**src/rtl/mul_pkg.sv**
```systemverilog
// -----------------------------------------------------------------------------
// mul_pkg
// Shared definitions for the repeated-addition multiplier controller:
//   - MUL_W        default datapath / operand width
//   - mul_state_t  3-bit binary controller state encoding
//   - mul_strobe_t bundle of the Moore outputs decoded from the state
//   - mul_decode() state -> strobe decode used by mul_ctrl
// -----------------------------------------------------------------------------
package mul_pkg;

    localparam int MUL_W = 16;

    typedef enum logic [2:0] {
        IDLE   = 3'd0,
        LOAD_A = 3'd1,
        LOAD_B = 3'd2,
        CHECK  = 3'd3,
        ADD    = 3'd4,
        DONE   = 3'd5
    } mul_state_t;

    typedef struct packed {
        logic ld_a;
        logic ld_b;
        logic clr_p;
        logic ld_p;
        logic dec_b;
        logic done;
        logic busy;
    } mul_strobe_t;

    // Pure function of the state: the controller is a Moore machine, so no
    // input can reach a strobe combinationally.
    function automatic mul_strobe_t mul_decode(input mul_state_t s);
        mul_strobe_t o;
        o      = '0;
        o.busy = (s != IDLE);
        case (s)
            LOAD_A: o.ld_a = 1'b1;
            LOAD_B: begin
                o.ld_b  = 1'b1;
                o.clr_p = 1'b1;
            end
            ADD: begin
                // The add and the decrement always happen together, so the
                // next CHECK sees the decremented B.
                o.ld_p  = 1'b1;
                o.dec_b = 1'b1;
            end
            DONE:    o.done = 1'b1;
            default: ;
        endcase
        return o;
    endfunction

endpackage

```
**src/rtl/mul_iter_cnt.sv**
```systemverilog
// -----------------------------------------------------------------------------
// mul_iter_cnt
// W-bit iteration counter with synchronous clear and increment enable.
// Clear has priority over enable. Never wraps in use: the operand B that
// bounds the number of increments is itself W bits wide.
//
// Ports:
//   clk    in   rising-edge clock
//   rst_n  in   synchronous active-low reset (count -> 0)
//   clr    in   synchronous clear
//   en     in   increment enable
//   cnt    out  current count (W bits)
// -----------------------------------------------------------------------------
module mul_iter_cnt #(
    parameter int W = 16
) (
    input  logic         clk,
    input  logic         rst_n,
    input  logic         clr,
    input  logic         en,
    output logic [W-1:0] cnt
);

    // NOTE: clocked state is written with non-blocking assignments so every
    // register samples pre-edge values regardless of process ordering.
    always_ff @(posedge clk) begin
        if (!rst_n) begin
            cnt <= '0;
        end else if (clr) begin
            cnt <= '0;
        end else if (en) begin
            cnt <= cnt + W'(1);
        end
    end

endmodule

```
**src/rtl/mul_ctrl.sv**
```systemverilog
// -----------------------------------------------------------------------------
// mul_ctrl
// Sequencing controller for a repeated-addition multiplier datapath
// (A register, down-counting B register with zero compare, P register, adder).
// On start it loads A then B from the shared bus (clearing P), then alternates
// CHECK / ADD until B reaches zero, then holds done until res_ready.
// Only control strobes are produced; data stays in the datapath.
//
// Configuration macro:
//   MUL_CTRL_ZERO_SKIP_EN  when defined, CHECK also finishes on eqa (A==0),
//                          so a zero multiplicand costs no iterations. When
//                          undefined, eqa is ignored (port kept).
//
// Ports:
//   clk        in   rising-edge clock
//   rst_n      in   synchronous active-low reset
//   start      in   start request, sampled only in IDLE
//   eqz        in   datapath B==0, sampled only in CHECK
//   eqa        in   datapath A==0, used only with the zero-skip macro
//   res_ready  in   consumer accepts the product while done is high
//   ldA        out  load A from bus
//   ldB        out  load B from bus
//   clrP       out  clear P
//   ldP        out  P <= P + A
//   decB       out  B <= B - 1
//   busy       out  high in every state except IDLE
//   done       out  product valid in P
//   iter_cnt   out  adds performed in the current/last operation
// -----------------------------------------------------------------------------
module mul_ctrl
    import mul_pkg::*;
#(
    parameter int W = MUL_W
) (
    input  logic         clk,
    input  logic         rst_n,
    input  logic         start,
    input  logic         eqz,
    input  logic         eqa,
    input  logic         res_ready,
    output logic         ldA,
    output logic         ldB,
    output logic         clrP,
    output logic         ldP,
    output logic         decB,
    output logic         busy,
    output logic         done,
    output logic [W-1:0] iter_cnt
);

    mul_state_t  state;
    mul_state_t  state_nxt;
    mul_strobe_t strb;
    logic        finish;

`ifdef MUL_CTRL_ZERO_SKIP_EN
    assign finish = eqz | eqa;
`else
    logic unused_eqa;
    assign finish     = eqz;
    assign unused_eqa = eqa;
`endif

    always_ff @(posedge clk) begin
        if (!rst_n) begin
            state <= IDLE;
        end else begin
            state <= state_nxt;
        end
    end

    // NOTE: state_nxt gets a default before the case so no path leaves it
    // unassigned, which would otherwise infer a latch.
    always_comb begin
        state_nxt = state;
        case (state)
            IDLE:    if (start) state_nxt = LOAD_A;
            LOAD_A:  state_nxt = LOAD_B;
            LOAD_B:  state_nxt = CHECK;
            CHECK:   state_nxt = finish ? DONE : ADD;
            ADD:     state_nxt = CHECK;
            DONE:    if (res_ready) state_nxt = IDLE;
            default: state_nxt = IDLE;
        endcase
    end

    assign strb = mul_decode(state);
    assign ldA  = strb.ld_a;
    assign ldB  = strb.ld_b;
    assign clrP = strb.clr_p;
    assign ldP  = strb.ld_p;
    assign decB = strb.dec_b;
    assign busy = strb.busy;
    assign done = strb.done;

    // Cleared while B is loaded so the count restarts for each operation,
    // then bumped once per ADD; it holds through DONE and IDLE.
    mul_iter_cnt #(
        .W (W)
    ) u_iter_cnt (
        .clk   (clk),
        .rst_n (rst_n),
        .clr   (state == LOAD_B),
        .en    (state == ADD),
        .cnt   (iter_cnt)
    );

endmodule

```
**config.mk**
```make
export PLATFORM = sky130hd
export DESIGN_NAME = mul_ctrl
export DESIGN_NICKNAME = d
export VERILOG_FILES = /design/src/rtl/mul_pkg.sv /design/src/rtl/mul_iter_cnt.sv /design/src/rtl/mul_ctrl.sv
export SDC_FILE = /design/constraint.sdc
export NUM_CORES = 1
export LEC_CHECK = 0
export BUFFER_PORTS_ARGS = -buffer_cell sky130_fd_sc_hd__buf_2
export CORE_MARGIN = 5
export CORE_UTILIZATION = 52
export DETAILED_ROUTE_END_ITERATION = 8
export HOLD_SLACK_MARGIN = 0.05
export PLACE_DENSITY = 0.82
export SLEW_MARGIN = 15
export SYNTH_ARGS = -nofsm -noshare
export SYNTH_HDL_FRONTEND = slang
export SYNTH_HIERARCHICAL = 1
export SYNTH_SLANG_ARGS = --single-unit
export TNS_END_PERCENT = 100
```
**constraint.sdc**
```tcl
create_clock -name clk -period 3.47 [get_ports clk]
set_clock_uncertainty 0.15 [all_clocks]
set_input_delay 0.8675 -clock clk [delete_from_list [all_inputs] [get_ports clk]]
set_output_delay 0.8675 -clock clk [all_outputs]
set_load 0.02 [all_outputs]
```
# == Yosys cells after proc, flatten, opt, wreduce, memory -nomap -nowiden ==
# Cells that the tools add are included.
# totals
reg_bits,19
in_bits,6
out_inout_bits,23
elab_cells,24
# classes
n_addsub,1
n_eq_ne,7
n_mux,8
n_bitwise,1
reduce_logical,5
# ops
cell,count
$add A16 B1 Y16 const B,1
$pmux W3 S5,1
$eq A3 B2 Y1 const B,2
$eq A3 B3 Y1 const B,2
$mux W3,2
$mux W2,2
$ne A2 B2 Y1 const B,2
$reduce_or A2 Y1,2
$eq A3 B1 Y1 const B,1
$logic_not A3 Y1,1
$mux W1,3
$reduce_bool A3 Y1,1
$reduce_and A2 Y1,1
$not A1 Y1,1

# == Depth between registers and ports, before layout ==
# Gate-level depths: netlist of run 1.
# logic_depth
depth_word,3
ltp_mapped,6
ltp_nobuf,6

# == Hierarchy ==
# Netlist of run 1, hierarchy kept.
# modules_own_cells
module,instances,cells_per_inst,area_per_inst_um2,seq_area_each_um2
mul_iter_cnt,1,82,708.2,320.3
mul_ctrl,1,24,178.9,60.1

# == Least setup slack after synthesis of run 1 ==
# OpenSTA, ideal clock, no wires.
# synth_path
path_kind,flip-flop to flip-flop
start,register state[1]
end,register u_iter_cnt.cnt[13]
setup_ns,0.116
arrival_time_ns,2.063
required_ns,3.204
slack_ns,1.140
path_stages_with_launch,7
path_buffers,0
period_less_slack_ns,2.330
cell_sequence,dfxtp_1 nand2b_1 nor2_2 nand4_1 nor4_1 a31oi_1 a41o_1
# synth_via
elab_chain_len,2
elab_cells_between_ends,3
classes_between,eq/ne (2); reduce/logical (1)
# synth_lines
element,line_no,text
"start, declared",mul_ctrl.sv:51,mul_state_t state;
"start signal, assigned",mul_ctrl.sv:68,state <= state_nxt;
$eq A3 B2 Y1,mul_ctrl.sv:103,".clr (state == LOAD_B),"
$reduce_or A2 Y1 (no source line),-,
"end signal, assigned",mul_iter_cnt.sv:32,cnt <= cnt + W'(1);
"end, declared",mul_iter_cnt.sv:21,output logic [W-1:0] cnt
# Several ways; a longest one is shown, not always the timed one.
# A chain may end at the register's enable or synchronous reset.

# == Worst setup path after layout of run 1 ==
# Same ends and word-level chain as after synthesis.

==> impl_metrics.json, run 1 <==
{
  "yosysWarnings": 6,
  "min-delay-path-class": "flop to flop",
  "slew_headroom": 0.593,
  "timing.final.crit_share": 0.731,
  "cts.clk_slew.worst_paths_ps": 120,
  "final-setup-viol-count": 0,
  "layout-drive-gt1-share": 0.271,
  "tritoncts": "done",
  "cpPeakStageDelay_ps": 620,
  "coreArea_um2": 1670,
  "portBuffers": 27,
  "rsz0062_at_grt": "false",
  "grt_pass1_vias": 728,
  "multi_input_area_um2": 465,
  "area_growth_syn_to_layout_pct": 18.5,
  "final_cells": 150,
  "std_cell_rows": 15,
  "maxCapViolCount": 0,
  "die_w_um": 51.3,
  "power_density_nw_per_um2": 396,
  "grt_use_total": 0.148,
  "cp.arrival_ps": 2580,
  "clkLatencyLatePin_ps": 310,
  "grt_pass1_wl_um": 2970,
  "antenna_cells": 0,
  "clockBufferDepth": 2,
  "ff_latch_area_um2": 380,
  "ant_nets": 0,
  "cts_max_level": 1,
  "hold_violations": 0,
  "nFillCells": 143,
  "cp-start-kind": "flop",
  "ir_drop_mv": 0.381,
  "yosysSeqAreaShare": 0.429,
  "maxSlewViolCount": 0,
  "synth_cell_type_count": 31,
  "cts.sinks": 19,
  "synth_area_per_cell_um2": 8.37,
  "syn_area_um2": 887,
  "wl_um": 1840,
  "numCtsBuffers": 3,
  "netlist_top_cells_area": "dfxtp_1, xnor2_1, nor2_1, a21oi_1, nor3_1",
  "die_h_um": 51.3,
  "yosysTopAreaCell": "dfxtp_1",
  "critPathKind": "flop to flop",
  "first_pass_iters": 4,
  "ys_ff_latch": 19,
  "critPathTopFamily": "simple AND/OR/NAND/NOR gates",
  "dpl.cell_count": 146,
  "cp-end-kind": "flop",
  "drt-wirelength-per-cell_um": 12.2,
  "grt_overflow": 0,
  "drc": 0,
  "crit_chain": "nand2b_1, nor2_2, nand4_1, nor4_1, a31oi_1, a41o_1",
  "cts_resized": 0,
  "post_cts_buffers": 0,
  "antenna_found_initial": 0,
  "worstPathMaxFanout": 8,
  "dieArea_um2": 2630,
  "setup-tns-final_ps": 0,
  "start_util": 0.531,
  "max_freq_mhz": 394,
  "p_leak_nw": 0.447,
  "critPathRequiredTime_ps": 3520,
  "layout.nets": 141,
  "worst_pin_slew_ps": 610,
  "hpwl_um": 1320,
  "slowest_stage": "nor4_1",
  "cts-root-buf": "clkbuf_4",
  "synth_cells": 106,
  "worstPathBufferInverterCount": 0,
  "post-route-min-period_ps": 2540,
  "hold_buffers": 0,
  "grt_max_degree": 17,
  "avgViaCountPerCell": 5.47,
  "synth_top_area_share": 0.429,
  "drt_iter0_drc": 11,
  "synth_fp_nets": 113,
  "num_vias": 820,
  "ios": 29,
  "gp_congestion": 0.805,
  "outcome": "complete, no violations"
}
## cells in the final DEF, fill, tap and decap left out, drive strengths merged
cell type  instances
xor2               1
a21oi              6
inv                5
nand4              2
a31oi              1
xnor2             10
dfxtp             19
ha                 1
nor2b              2
or3                3
and3               1
or4                2
nand2              6
mux2i              1
nor4               3
clkbuf             3
o21ai              5
nand3              4
nor2              18
a31o               1
o21a               1
nand2b             3
clkinvlp           1
nor3               5
a41o               1
o31ai              1
buf               27
## worst reg2reg max path: stages (launching register included)
cell	delay [ps]
dfxtp_1	390
nand2b_1	220
nor2_2	290
nand4_1	370
nor4_1	630
a31oi_1	170
a41o_1	220
## stage by stage
step	utilization	setup slack (ps)	power (mW)	area [um^2]	hold WS, ps
floorplan	-	1140	0.290	887	343
global placement	0.611	1050	0.305	1020	309
detailed placement	0.611	1010	0.307	1020	326
CTS	0.629	981	0.419	1050	340
global route	0.629	691	0.441	1050	376
finish	0.629	934	0.416	1050	342
## where the power goes
| group | leakage, nW | internal (mW) | total, mW | switching (mW) |
|---|---|---|---|---|
| clock network | 0.0139 | 0.0439 | 0.116 | 0.0716 |
| registers | 0.153 | 0.223 | 0.233 | 0.00959 |
| logic | 0.279 | 0.0252 | 0.0679 | 0.0426 |
## registers in the layout, indices dropped and copies added, names as in the netlist
| signal | flops |
|---|---|
| u_iter_cnt/cnt | 16 |
| state | 3 |
## per-layer routing
metal / wire length [um] / global-route usage
met3: 80 / 0.0612
met5: 0 / 0
met1: 808 / 0.163
met2: 914 / 0.266
met4: 32 / 0.0262
## cells in the mapped netlist, drive strengths merged
master  instances
a41o            1
clkbuf          2
nand2b          3
o21ai           5
nand4           2
ha              1
dfxtp          19
mux2i           1
o31ai           1
o21a            1
nand3           4
nor4            3
or4             2
xnor2          10
a31oi           1
nor2b           2
or3             3
nor3            5
and3            1
nor2           18
buf             2
a31o            1
nand2           6
xor2            1
a21oi           6
inv             5
## area by class of cell
class,count,share of cell area
clock inverter,1,0.00714
sequential,19,0.362
inverter,5,0.0179
multi-input combinational,78,0.443
tap,17,0.0202
timing repair buffer,27,0.129
clock buffer,3,0.0214
## worst paths after layout
kind | from | endpoint | slack (ps) | cells past startpoint
worst max-delay path | state[1]$_SDFFE_PN0P_ | u_iter_cnt/cnt[13]$_SDFFE_PP0P_ | 930 | 6
worst min-delay path | u_iter_cnt/cnt[15]$_SDFFE_PP0P_ | u_iter_cnt/cnt[15]$_SDFFE_PP0P_ | 340 | 2
worst max register to register | state[1]$_SDFFE_PN0P_ | u_iter_cnt/cnt[13]$_SDFFE_PP0P_ | 930 | 6
worst min register to register | u_iter_cnt/cnt[15]$_SDFFE_PP0P_ | u_iter_cnt/cnt[15]$_SDFFE_PP0P_ | 340 | 2
## cells by family (layout without fill, tap and decap cells)
kind of cell	Yosys count	in the layout	synth area share
buffers and inverters	9	36	0.0465
adder cells (fa/ha/maj)	1	1	0.0141
multiplexers	1	1	0.0113
XOR/XNOR	11	11	0.109
flip-flops	19	19	0.429
AND/OR/NAND/NOR	49	49	0.284
AO/OA/AOI/OAI	16	16	0.107
Power figures use the tool's default switching activity.
==> run 2: changes to the inputs <==
ABC_AREA = 1   (was not set)
CORE_UTILIZATION = 45   (was 52)
PLACE_DENSITY = 0.74   (was 0.82)
clock period = 2.1 ns   (was 3.47 ns; I/O delays follow)
==> run 2 against run 1 <==
  * Cell count rose by 40%
  * Global-route usage fell by 1.2 points
  * Non-clock buffer count is 1 higher
  * Worst setup slack got worse by 820 ps
  * Synthesized cell count up 44%
  * Critical path depth shrank 2
  * Design area increased by 13%
  * Core utilization shrank 8.1 points
  * Total power up 57%
  * First-iteration DRC count grew to 2.7 times the previous value
  * Largest cell class unchanged
==> impl_metrics.json, run 2 <==
{
  "max_freq_mhz": 504,
  "min-delay-path-class": "input pin to flop",
  "antenna_cells": 0,
  "rsz0062_at_grt": "false",
  "preCtsSetupSlack_ps": 306,
  "grt_use_total": 0.136,
  "multi_input_area_um2": 513,
  "cts.sinks": 19,
  "outcome": "complete, no violations",
  "synth_cells": 153,
  "timing.final.crit_share": 0.946,
  "grt_pass1_vias": 902,
  "maxSlewViolCount": 0,
  "layout.nets": 190,
  "nFillCells": 230,
  "clkLatencyLatePin_ps": 290,
  "yosysTopAreaCell": "dfxtp_1",
  "synth_fp_nets": 160,
  "synth_fa_ha_area_frac": 0.0124,
  "synth_edf_count": 0,
  "syn_area_um2": 1010,
  "coreArea_um2": 2170,
  "worst_pin_slew_ps": 289,
  "hold_buffers": 0,
  "fin_util": 0.548,
  "tritoncts": "done",
  "drc": 0,
  "maxCapViolCount": 0,
  "num_vias": 1013,
  "reg_top3": "u_iter_cnt/cnt x16, state x3",
  "first_pass_iters": 4,
  "final_common_cell": "nand2_1",
  "ff_latch_area_um2": 380,
  "worstPathMaxFanout": 10,
  "setup_ws_ps": 114,
  "synth_mux_area_frac": 0,
  "clockBufferDepth": 2,
  "whs_ps": 304,
  "hpwl_um": 1730,
  "cp-end-kind": "output pin",
  "drt_iter0_drc": 30,
  "synth_compound_area_frac": 0.111,
  "die_h_um": 57.3,
  "synth_top_area_share": 0.378,
  "synth_commonest_cells": "nand2_1, nor2_1, inv_1",
  "async_reset_ff_frac": 0,
  "drt-wirelength-per-cell_um": 10.2,
  "critPathRequiredTime_ps": 1420,
  "start_util": 0.464,
  "critPathKind": "flop to output pin",
  "cp-start-kind": "flop",
  "ys_ff_latch": 19,
  "yosysSeqAreaShare": 0.378,
  "slew_headroom": 0.807,
  "ant_nets": 0,
  "cts.clk_slew.worst_paths_ps": 100,
  "layout-drive-gt1-share": 0.236,
  "final-setup-viol-count": 0,
  "largest_reg_flops": 16,
  "layout_common_cells": "nand2_1, buf_2, nor2_1",
  "synth.most_common_cell": "nand2_1",
  "grt_pass1_wl_um": 3620,
  "ir_drop_mv": 0.342,
  "area_growth_syn_to_layout_pct": 18.3,
  "power_density_nw_per_um2": 549,
  "gp_congestion": 0.816,
  "synth_top_family_by_area": "simple AND/OR/NAND/NOR gates",
  "largest-register": "u_iter_cnt/cnt",
  "avgViaCountPerCell": 4.82,
  "setup-tns-final_ps": 0,
  "grt_max_degree": 11,
  "synthXorXnorAreaFrac": 0.0174,
  "portBuffers": 27,
  "cts-root-buf": "clkbuf_4",
  "yosysWarnings": 6,
  "synth_cell_type_count": 22,
  "synthSimpleGateAreaFrac": 0.369,
  "cpPeakStageDelay_ps": 370,
  "crit_chain": "nor2_1, nand2_1, inv_4, buf_2",
  "ys.flop_type": "dfxtp_1",
  "slowest_stage": "dfxtp_1",
  "synth_area_per_cell_um2": 6.57,
  "ios": 29,
  "dieArea_um2": 3280,
  "std_cell_rows": 17,
  "cts_max_level": 1,
  "hold_violations": 0,
  "post-route-min-period_ps": 1990,
  "cp.arrival_ps": 1310,
  "wl_um": 2150,
  "antenna_found_initial": 0,
  "numCtsBuffers": 3,
  "die_w_um": 57.3,
  "grt_overflow": 0,
  "p_leak_nw": 0.566,
  "netlist_top_cells_area": "dfxtp_1, nand2_1, nor2_1, inv_1, nand3_1"
}
==> run 2: changes by cell type after synthesis, sizes merged, moves of 2 or more <==
cell,before,now
inv,5,24
nor2b,2,0
nand3,4,12
nor3,5,2
nand2b,3,0
clkbuf,2,0
or4,2,0
xnor2,10,0
or3,3,0
nand2,6,37
o21bai,0,3
nor4,3,0
nor2,18,32
==> run 2: per-layer routing <==
metal | global-route usage | wire [um]
met1 | 0.155 | 961
met2 | 0.253 | 1090
met3 | 0.0226 | 86
met4 | 0.0497 | 9
met5 | 0 | 0
==> run 2: path summary, 6_finish.rpt <==
path,slack (ps),start,depth (start not counted),to
worst max-delay path,110,state[1]$_SDFFE_PN0P_,4,ldP
worst min-delay path,300,rst_n,3,state[1]$_SDFFE_PN0P_
worst max register to register,400,state[1]$_SDFFE_PN0P_,10,u_iter_cnt/cnt[13]$_SDFFE_PP0P_
worst min register to register,360,u_iter_cnt/cnt[1]$_SDFFE_PP0P_,2,u_iter_cnt/cnt[1]$_SDFFE_PP0P_
==> run 2: area by class of cell <==
cell class	count	area share
multi-input cells	107	0.431
flip-flops and latches	19	0.320
repair buffers	28	0.120
inverters	24	0.0778
well taps	28	0.0294
clock buffers	4	0.0221
==> run 2: where the power goes <==
group / switching (mW) / internal, mW / total [mW]
clock network: 0.107 / 0.0738 / 0.181
registers: 0.00926 / 0.367 / 0.376
logic: 0.0644 / 0.0318 / 0.0962
total: 0.181 / 0.473 / 0.653
==> run 2: through the flow <==
stage                     power (mW)  cells  instance area [um^2]
after detailed placement       0.480    206                  1160
after global routing           0.687    210                  1190
after CTS                      0.661    210                  1190
after floorplan                0.452    153                  1010
after global placement         0.478    206                  1160
final                          0.653    210                  1190
==> run 2: critical path: cells and delay by family (launching register included) <==
kind	cells	cell delay, ps
flip-flops	1	370
AND/OR/NAND/NOR	2	350
buffers and inverters	2	300
==> run 2: repair_timing <==
item                                    in CTS  in global routing
cloned                                       0                  0
hold endpoints to repair                     0                  0
endpoints found under the setup margin       2                  1
gates resized for setup                      1                  1
buffers inserted                             0                  0
==> run 2: kinds of logic (layout without fill, tap and decap cells) <==
kind of cell | Yosys count | count (layout)
flip-flops | 19 | 19
AND/OR/NAND/NOR | 85 | 85
buffers and inverters | 27 | 56
adder cells (fa/ha/maj) | 1 | 1
XOR/XNOR | 2 | 2
AO/OA/AOI/OAI | 19 | 19
==> run 3: changes to the inputs <==
PLACE_DENSITY = 0.71   (was 0.74)
==> run 3 against run 2 <==
  * Non-clock buffer count unchanged
  * Global-route usage increased by 0.70 points
  * Clock-buffer cell count unchanged
  * Die area unchanged
  * Total power increased by 0.93%
  * Cell count unchanged
  * Via count decreased by 0.99%
  * Flip-flop and latch count unchanged
  * Combinational power increased by 1%
  * Worst hold slack got worse by 8.1 ps
  * Critical endpoint is now decB
==> impl_metrics.json, run 3 (synthesized netlist as in run 2, its figures left out) <==
{
  "gp_congestion": 0.845,
  "ant_nets": 0,
  "rsz0062_at_grt": "false",
  "start_util": 0.464,
  "cpPeakStageDelay_ps": 380,
  "num_vias": 1003,
  "crit_chain": "nor2_2, nand2_1, inv_2, buf_2",
  "grt_max_degree": 11,
  "final-setup-viol-count": 0,
  "largest-register": "u_iter_cnt/cnt",
  "drc": 0,
  "grt_use_total": 0.143,
  "timing.final.crit_share": 0.928,
  "layout_common_cells": "nand2_1, buf_2, nor2_1",
  "hold_violations": 0,
  "grt_overflow": 0,
  "wl_um": 2200,
  "cp-end-kind": "output pin",
  "ir_drop_mv": 0.304,
  "die_w_um": 57.3,
  "area_growth_syn_to_layout_pct": 18.3,
  "nFillCells": 237,
  "grt_pass1_wl_um": 3800,
  "dieArea_um2": 3280,
  "numCtsBuffers": 3,
  "power_density_nw_per_um2": 554,
  "cts.sinks": 19,
  "antenna_found_initial": 0,
  "cts.clk_slew.worst_paths_ps": 110,
  "layout-drive-gt1-share": 0.242,
  "slowest_stage": "dfxtp_1",
  "largest_reg_flops": 16,
  "cts_max_level": 1,
  "antenna_cells": 0,
  "portBuffers": 27,
  "post-route-min-period_ps": 1950,
  "maxCapViolCount": 0,
  "outcome": "complete, no violations",
  "min_path_cells": 3,
  "worst_pin_slew_ps": 293,
  "cts-root-buf": "clkbuf_4",
  "critPathTopFamily": "flip-flops",
  "cp.arrival_ps": 1270,
  "final_common_cell": "nand2_1",
  "power_mw": 0.659,
  "max_freq_mhz": 513,
  "ios": 29,
  "post_cts_buffers": 0,
  "min-delay-path-class": "input pin to flop",
  "clockBufferDepth": 2,
  "grt_pass1_vias": 917,
  "coreArea_um2": 2170,
  "cp-start-kind": "flop",
  "worstPathBufferInverterCount": 2,
  "worstPathMaxFanout": 10,
  "maxSlewViolCount": 0,
  "first_pass_iters": 4,
  "critPathRequiredTime_ps": 1420,
  "clkLatencyLatePin_ps": 290,
  "layout.nets": 190,
  "slew_headroom": 0.804,
  "cp.depth": 4,
  "critPathKind": "flop to output pin",
  "rr_worst_depth": 10,
  "p_leak_nw": 0.567,
  "reg_top3": "u_iter_cnt/cnt x16, state x3",
  "drt_iter0_drc": 41,
  "drt-wirelength-per-cell_um": 10.5,
  "setup-tns-final_ps": 0,
  "die_h_um": 57.3,
  "whs_ps": 296,
  "hpwl_um": 1690,
  "std_cell_rows": 17,
  "avgViaCountPerCell": 4.78,
  "tritoncts": "done"
}
## run 3: cell count changes in the layout (fill, tap and decap cells not counted)
| cell | delta |
|---|---|
| inv_4 | -1 |
| nor2_2 | +1 |
| inv_2 | +1 |
| nor2_1 | -1 |
## run 3: area by class of cell
cell class	instances	area (um^2)	area share
Clock buffer	4	26.3	0.0221
Multi-Input combinational cell	107	515	0.433
Inverter	24	90.1	0.0757
Timing Repair Buffer	28	143	0.120
Sequential cell	19	380	0.320
Tap cell	28	35.0	0.0294
## run 3: power breakdown
group | total (mW) | internal (mW) | switching (mW)
clock | 0.185 | 0.0738 | 0.111
sequential | 0.377 | 0.367 | 0.0101
combinational | 0.0975 | 0.0324 | 0.0650
## run 3: final timing paths
check | end | slack [ps] | start
hold reg to reg | u_iter_cnt/cnt[1]$_SDFFE_PP0P_ | 350 | u_iter_cnt/cnt[1]$_SDFFE_PP0P_
setup / recovery | decB | 150 | state[1]$_SDFFE_PN0P_
hold / removal | state[1]$_SDFFE_PN0P_ | 300 | rst_n
setup reg to reg | u_iter_cnt/cnt[13]$_SDFFE_PP0P_ | 440 | state[1]$_SDFFE_PN0P_
## run 3: worst reg2reg max path, stage by stage (launching register included)
cell,delay [ps]
dfxtp_1,380
nor2_2,170
nand2_1,100
inv_2,150
nand2_1,90
inv_1,110
nand2_2,110
nor2_2,120
nand3_1,70
nand2_1,70
nor2_1,40
## run 3: per-stage QoR
step | cell area (um^2) | utilization | setup WS (ps) | instances
after floorplan | 1010 | - | 392 | 153
after global placement | 1160 | 0.535 | 355 | 206
after detailed placement | 1160 | 0.535 | 328 | 206
after CTS | 1190 | 0.547 | 94.9 | 210
after global routing | 1190 | 0.548 | 64.3 | 210
final | 1190 | 0.548 | 151 | 210
## run 3: timing repair
item / in CTS / in global routing
pin swaps: 0 / 0
gates resized for setup: 1 / 1
endpoints found under the setup margin: 2 / 2
cloned: 0 / 0
hold buffers: 0 / 0
## run 3: per-layer routing
metal	GRT usage	wire length, um	up-vias
li1	-	-	535
met1	0.175	1010	437
met3	0.0339	144	2
met4	0.0596	14	0
met5	0	0	-
met2	0.240	1030	29
